### src/rtl/alarm_ring_ctrl.sv
// Alarm ring sequencer: arms on AL_ON, rings on a time-match edge, handles
// user stop, a bounded number of snoozes, and a ring timeout that leaves a
// sticky "missed" flag. Runs on the slow system clock.
module alarm_ring_ctrl #(
    parameter int TICKS_PER_SEC = 10,
    parameter int RING_SEC      = 60,
    parameter int SNOOZE_SEC    = 300,
    parameter int MAX_SNOOZE    = 3
) (
    input  logic                             clk,
    input  logic                             reset,
    input  logic                             AL_ON,
    input  logic                             STOP_al,
    input  logic                             SNOOZE,
    input  logic                             time_match,
    output logic                             Alarm,
    output logic                             snoozing,
    output logic [$clog2(MAX_SNOOZE+1)-1:0]  snooze_cnt,
    output logic                             missed
);

    localparam int RING_N = RING_SEC * TICKS_PER_SEC;
    localparam int SNZ_N  = SNOOZE_SEC * TICKS_PER_SEC;
    localparam int MAX_N  = (RING_N > SNZ_N) ? RING_N : SNZ_N;
    localparam int TW     = $clog2(MAX_N);
    localparam int CW     = $clog2(MAX_SNOOZE + 1);

    typedef enum logic [1:0] {S_OFF, S_ARMED, S_RINGING, S_SNOOZE} state_t;

    state_t          state_q, state_d;
    logic [TW-1:0]   timer_q, timer_d;
    logic [CW-1:0]   cnt_q, cnt_d;
    logic            missed_q, missed_d;
    logic            alarm_q, alarm_d;
    logic            snoozing_q, snoozing_d;
    logic            match_q;
    logic            match_edge;
    logic            ring_exp;
    logic            snz_exp;

    // Next-state, counters and output decode; priority ladder from AL_ON down.
    always_comb begin
        state_d    = state_q;
        cnt_d      = cnt_q;
        missed_d   = missed_q;
        match_edge = time_match & ~match_q;
        ring_exp   = (timer_q == TW'(RING_N - 1));
        snz_exp    = (timer_q == TW'(SNZ_N - 1));

        if (!AL_ON) begin
            state_d  = S_OFF;
            cnt_d    = '0;
            missed_d = 1'b0;
        end else if (STOP_al) begin
            // STOP holds OFF in OFF; anything active falls back to ARMED.
            if (state_q != S_OFF) state_d = S_ARMED;
            cnt_d    = '0;
            missed_d = 1'b0;
        end else begin
            case (state_q)
                S_OFF:     state_d = S_ARMED;
                S_ARMED:   if (match_edge) state_d = S_RINGING;
                S_RINGING: begin
                    if (SNOOZE && (cnt_q < CW'(MAX_SNOOZE))) begin
                        state_d = S_SNOOZE;
                        cnt_d   = cnt_q + CW'(1);
                    end else if (ring_exp) begin
                        state_d  = S_ARMED;
                        missed_d = 1'b1;
                        cnt_d    = '0;
                    end
                end
                S_SNOOZE:  if (snz_exp) state_d = S_RINGING;
                default:   state_d = S_OFF;
            endcase
        end

        // Timer restarts on every state change and only runs in timed states.
        if (state_d != state_q)
            timer_d = '0;
        else if (state_q == S_RINGING || state_q == S_SNOOZE)
            timer_d = timer_q + TW'(1);
        else
            timer_d = '0;

        alarm_d    = (state_d == S_RINGING);
        snoozing_d = (state_d == S_SNOOZE);
    end

    // State, timer and registered outputs; match_q tracks time_match always.
    always_ff @(posedge clk or posedge reset) begin
        if (reset) begin
            state_q    <= S_OFF;
            timer_q    <= '0;
            cnt_q      <= '0;
            missed_q   <= 1'b0;
            alarm_q    <= 1'b0;
            snoozing_q <= 1'b0;
            match_q    <= 1'b0;
        end else begin
            state_q    <= state_d;
            timer_q    <= timer_d;
            cnt_q      <= cnt_d;
            missed_q   <= missed_d;
            alarm_q    <= alarm_d;
            snoozing_q <= snoozing_d;
            match_q    <= time_match;
        end
    end

    assign Alarm      = alarm_q;
    assign snoozing   = snoozing_q;
    assign snooze_cnt = cnt_q;
    assign missed     = missed_q;

endmodule

### config.mk
export PLATFORM = sky130hd
export DESIGN_NAME = alarm_ring_ctrl
export DESIGN_NICKNAME = d
export VERILOG_FILES = /design/src/rtl/alarm_ring_ctrl.sv
export SDC_FILE = /design/constraint.sdc
export NUM_CORES = 1
export LEC_CHECK = 0
export ABC_CLOCK_PERIOD_IN_PS = 1800
export BUFFER_PORTS_ARGS = -buffer_cell sky130_fd_sc_hd__buf_2
export CAP_MARGIN = 20
export CORE_MARGIN = 2
export CORE_UTILIZATION = 55
export CTS_CLUSTER_DIAMETER = 200
export DETAILED_ROUTE_END_ITERATION = 10
export PLACE_DENSITY = 0.75
export SLEW_MARGIN = 40
export SYNTH_ARGS = -nofsm -noshare
export SYNTH_HDL_FRONTEND = slang
export SYNTH_SLANG_ARGS = --single-unit
### constraint.sdc
create_clock -name clk -period 1.8 [get_ports clk]
set_input_delay 0.36 -clock clk [delete_from_list [all_inputs] [get_ports clk]]
set_output_delay 0.36 -clock clk [all_outputs]
set_load 0.05 [all_outputs]
Word level (Yosys, flattened, before mapping)
Cells that the tools add are included.
{"block": "totals", "ff_bits": 20, "output_inout_bits": 5, "input_bits": 6}
{"block": "op_classes", "add_sub_neg": 2, "muxes": 20, "eq_ne": 12, "n_reduce_logical": 6, "bitwise_logic": 2, "magnitude_cmp": 1}
{"op": "$mux 12", "n": 2}
{"op": "$mux 2", "n": 12}
{"op": "$add 12x1->12 const B", "n": 1}
{"op": "$eq 12x10->1 const B", "n": 1}
{"op": "$eq 12x12->1 const B", "n": 1}
{"op": "$eq 2x2->1 const B", "n": 4}
{"op": "$pmux 2 s4", "n": 1}
{"op": "$ne 3x1->1 const B", "n": 2}
{"op": "$mux 1", "n": 5}
{"op": "$ne 4x1->1 const B", "n": 1}
{"op": "$ne 3x3->1 const B", "n": 1}
{"op": "$reduce_and 3->1", "n": 1}
{"op": "$add 2x1->2 const B", "n": 1}
{"op": "$eq 2x1->1 const B", "n": 1}
{"op": "$logic_not 2->1", "n": 1}
{"op": "$lt 2x2->1 const B", "n": 1}
{"op": "$ne 2x2->1", "n": 1}
{"op": "$reduce_and 2->1", "n": 1}
{"op": "$reduce_bool 2->1", "n": 1}
{"op": "$and 1x1->1", "n": 1}
{"op": "$logic_and 1x1->1", "n": 1}
{"op": "$logic_or 1x1->1", "n": 1}
{"op": "$not 1->1", "n": 1}

Logic depth before layout (Yosys ltp)
{"block": "logic_depth", "ltp_word": 8, "ltp_mapped": 6}

Worst setup path before layout
Ideal clock, no wire load.
{"block": "synth_path", "path_kind": "flip-flop to flip-flop", "from": "reg cnt_q[0] (netlist: snooze_cnt[0])", "to": "reg snoozing_q (netlist: snoozing)", "synth_period_minus_slack_ns": 1.841, "setup_ns": 0.066, "path_buffers": 1, "arrival_ns": 1.775, "path_stages_with_launch": 7, "setup_slack_ns": -0.041, "t_required_ns": 1.734, "cell_sequence": "dfrtp_1 -> ha_1 -> nor2b_1 -> buf_2 -> nor2_1 -> nor4b_1 -> o21ba_1"}
{"block": "synth_via", "elab_chain_len": 7}
{"element": "start, declared", "line": "32", "source": "logic [CW-1:0] cnt_q, cnt_d;"}
{"element": "start signal, assigned", "line": "103", "source": "cnt_q <= cnt_d;"}
{"element": "$lt 2x2->1", "line": "64", "source": "if (SNOOZE && (cnt_q < CW'(MAX_SNOOZE))) begin"}
{"element": "$logic_and 1x1->1", "line": "64"}
{"element": "$mux 2", "line": "64"}
{"element": "$pmux 2 s4", "line": "60", "source": "case (state_q)"}
{"element": "$mux 2", "line": "54", "source": "end else if (STOP_al) begin"}
{"element": "$mux 2", "line": "50", "source": "if (!AL_ON) begin"}
{"element": "$eq 2x2->1", "line": "87", "source": "snoozing_d = (state_d == S_SNOOZE);"}
{"element": "via snoozing_d", "line": "35", "source": "logic snoozing_q, snoozing_d;"}
{"element": "end signal, assigned", "line": "106", "source": "snoozing_q <= snoozing_d;"}
{"element": "end, declared", "line": "35"}
The timed path passes the listed nets, and every way through them passes these cells.
A chain may end at the register's enable or synchronous reset.

Worst setup path in the final report
{"block": "layout_path", "from": "reg timer_q[7]", "to": "reg snoozing_q (netlist: snoozing)"}
{"block": "layout_via", "elab_chain_len": 7}
{"element": "start, declared", "line": "31", "source": "logic [TW-1:0] timer_q, timer_d;"}
{"element": "start signal, assigned", "line": "102", "source": "timer_q <= timer_d;"}
{"element": "$eq 12x10->1", "line": "47", "source": "ring_exp = (timer_q == TW'(RING_N - 1));"}
{"element": "$mux 2", "line": "67", "source": "end else if (ring_exp) begin"}
{"element": "$mux 2", "line": "64"}
{"element": "$pmux 2 s4 (*)", "line": "60"}
{"element": "$mux 2 (*)", "line": "54"}
{"element": "$mux 2 (*)", "line": "50"}
{"element": "$eq 2x2->1 (*)", "line": "87"}
{"element": "via snoozing_d", "line": "35"}
Mark *: on every way through the listed nets, which the timed path passes. The rest lies on a longest branch.

==> flow_results.org <==
** CTS
- TritonCTS created 3 clock buffers.
- After clock tree synthesis, the clock-pin slew on the worst setup and hold paths is 0.11 ns.
- Root Driver :: clkbuf_4
- In this run the deepest clock path goes through 2 buffers.
- Number of sinks driven by the clock tree :: 20
- Clock latency on the worst-skew pair, taken at its later pin, is about 0.3 ns.
- CTS built an H-tree with a depth of 1.
- TritonCTS built the clock tree.

** Logic synthesis
- By area, the combinational part of the netlist is dominated by simple AND/OR/NAND/NOR gates.
- Yosys mapped a number of flops with a built-in enable equal to 0.
- Proportion of register bits with asynchronous set or reset after synthesis :: 100%
- Among all cell types in the netlist, the one instantiated most often is dfrtp_1.
- Xor and xnor fraction of the mapped netlist area :: between 7 and 8%
- Most used DFF post-synth :: dfrtp_1
- Simple-gate area share of the yosys netlist :: 33.8%
- In this run, synthesis produced a sequential element count of 20.
- Number of library cell types mapped by synthesis :: 39
- Synth Area in Compound Gates :: 10.3%
- Share of synthesized area occupied by flip-flops and latches :: around 43%
- Area share of the leading cell type in the synthesized netlist :: 43.3%
- Measured against the total synthesized area, the mux share comes to 0%.
- After Yosys synthesis, full adders, half adders and majority gates account for under 10% of the synthesized area.
- After synthesis, the cell types taking the most area are dfrtp_1 43%, nor3_1 5.2%, xnor2_1 3.8%.
- Syn Nets :: between 100 and 150
- The largest total area in the synthesized netlist belongs to dfrtp_1.
- Cell area after synthesis :: 1150 sq um
- Sorting the synthesized cells by how often they occur yields 20 x dfrtp_1, 12 x nor3_1, 9 x nor2_1.
- Total of warnings raised by yosys :: 0
- In the synthesized netlist, the number of instances is ~110.
- Post-Syn Area per Cell :: roughly 10 sq um

** Finish
- After filler insertion, the fill cell instance count of the layout stands at roughly 170.
- Sequential cell area in the final layout :: ~500 sq um
- The multi-input combinational cells in the finished layout cover a total of between 600 and 700 sq um.
- Synthesis-to-finish area growth :: 17.9%
- Number of diodes added for antenna fixing :: 0
- Summing all non-filler instances in the final layout gives an area of around 1400 sq um.
- At the end of the flow, the number of nets in the layout was between 100 and 150.
- Cells with a size suffix above 1 make up between 20% and 30% of the layout.

** Route
- Total Wirelength :: around 2700 um
- In this run the remaining antenna-violating nets after routing total 0.
- # DRC :: 0
- For this block, the via count after detailed routing is 969.
- The detailed router finished its first iteration with 23 violations.
- The first detailed-routing pass ran for 4 iterations.
- WL per Instance :: between 15 and 20 um
- Dividing the detail-routed via count by the number of cells gives between 6 and 7.

** Place
- The congestion estimate from routability-driven global placement came to around 0.85.
- Prior to clock tree synthesis, the placed netlist has a worst setup slack of between 0.02 and 0.025 ns.
- Number of buffers inserted by port buffering :: 10
- Instance area after placement :: about 1300 sq um
- Detailed placement ended at an HPWL of ~1900 um.

** Power
- Sw frac :: between 20 and 25%
- The clock network accounts for between 20% and 30% of the total power.
- The analysis attributes to cell leakage a power of about 0.00059 uW.
- Reported net switching power :: 175 uW
- For this design the ratio of total power to cell area is 535 nW/um^2.
- IR drop worst, VDD :: 0.484 mV
- Combinational Power Share :: 8.2%
- Internal power comes to ~550 uW.
- Per report_power, the sequential group accounts for between 60% and 70% of the total.

** STA
- Derived from the worst setup path, the maximum achievable clock frequency is a little under 600 MHz.
- Max-slew violation total from the final report :: 0
- In the post-route analysis, the smallest setup slack over all paths is a little under 0.08 ns.
- Between clock sinks in the finished design, the worst skew comes to between 0.006 and 0.007 ns.
- Measured against its own limit, the worst slew margin works out to a little over two thirds.
- Tcrit/Tclk final :: between 90 and 100%
- The final count of hold timing violations is 0.
- Post-route minimum period :: ~1.7 ns
- At the pin with the least slew margin, the transition time is 0.433 ns.
- Hold Slack :: about 0.068 ns
- Count of endpoints failing setup in the final report :: 0

** Global route
- Global routing used ~24% of the available tracks.
- The first global-routing pass estimated approximately 4600 um of wire.
- The initial antenna violation count was 0.
- Via count of the first global-routing pass :: between 900 and 1000
- Summed over all layers, the global routing overflow is 0.
- Maximum number of pins on one net before global-route repair :: 21

** Die
- During I/O placement, the number of pins put on the boundary was 11.
- Starting utilization of the core area :: 58.9%
- From left edge to right edge, the die measures roughly 50 um.
- Height of the die :: approximately 50 um
- The die covers about 2500 sq um.
- Std-Cell Core Area :: about 2000 sq um
- Row count :: 16

** Run
- Max-cap violations in this run came to 0.

** Setup path
- The worst setup path is captured at a flop.
- Type of the worst setup path :: reg2reg
- Arrival time at the worst endpoint :: roughly 1.9 ns
- The worst setup path is launched from a flop.
- Crit path required time :: between 1.5 and 2 ns
- Of all nets on the critical path, the largest fanout is 6.

** Hold path
- The min-delay analysis places its worst path in the category in2async.

** Status
- Run status :: finished, final reports clean
## layer usage
layer	vias to the layer above	routed length, um	global-route usage [%]
met5	-	0	0
met4	0	63	12.0
met3	8	102	4.55
met2	26	1460	40.4
met1	483	1090	30.5
li1	452	-	-
## path summary, 6_finish.rpt
check | from | end | slack [ns] | depth (start not counted)
setup / recovery | timer_q[7] | snoozing | 0.08 | 4
min in group clk | time_match | match_q | 0.20 | 1
hold reg to reg | missed | missed | 0.55 | 1
setup reg to reg | timer_q[7] | snoozing | 0.08 | 4
max in group asynchronous | reset | timer_q[6] | 1.50 | 3
hold / removal | reset | timer_q[4] | 0.07 | 3
## critical path: stages, from the launching register on
cell and delay, ns:
dfrtp_1 0.43, nor4b_4 0.41, nand4_4 0.25, o311ai_4 0.34, o21ba_1 0.19
## power groups by stage
stage          Sequential, uW  Clock, uW  Combinational, uW
6_report                  463        206               59.8
5_1_grt                   464        233               66.7
4_1_cts                   462        214               53.0
3_5_place_dp              470          0               52.7
3_3_place_gp              470          0               50.6
2_1_floorplan             465          0               37.0
## per-stage QoR
step           util (%)  power (uW)  cells  setup TNS (ns)
2_1_floorplan         -         502    114               0
3_5_place_dp       64.5         523    152               0
4_1_cts            65.6         729    155               0
3_3_place_gp       64.5         520    152               0
6_report           69.4         729    157               0
5_1_grt            69.4         764    157        -0.00194
## what timing repair did
action,in CTS,in global routing
hold buffers,0,0
setup endpoints to repair,0,10
setup buffers,0,1
resized for setup,0,6
## logic make-up after synthesis
kind of cell / after synthesis
and+or+nand+nor: 61
buffers and inverters: 8
AOI/OAI and AO/OA: 13
adders and majority gates: 2
DFF: 20
xor gates and xnor gates: 10
## state kept, by name (all words and copies together) (netlist names)
| name | count |
|---|---|
| timer_q | 12 |
| snooze_cnt | 2 |
| state_q | 2 |
| Alarm | 1 |
| match_q | 1 |
| missed | 1 |
| snoozing | 1 |
## cell type report
class / instances / area share (%)
inverters: 4 / 1.10
well taps: 27 / 2.48
clock buffers: 3 / 1.65
flip-flops and latches: 20 / 36.9
multi-input cells: 87 / 50.0
repair buffers: 16 / 7.90
## layout by cell type (no fill, tap or decap), drive strengths merged, types with 4 or more instances in the layout
cell / n
nand3: 4
xor2: 5
o21ai: 4
nand2: 8
nand4: 5
nor2b: 4
nor3: 12
xnor2: 5
dfrtp: 20
buf: 16
inv: 4
nor2: 9
Power figures use the tool's default switching activity.
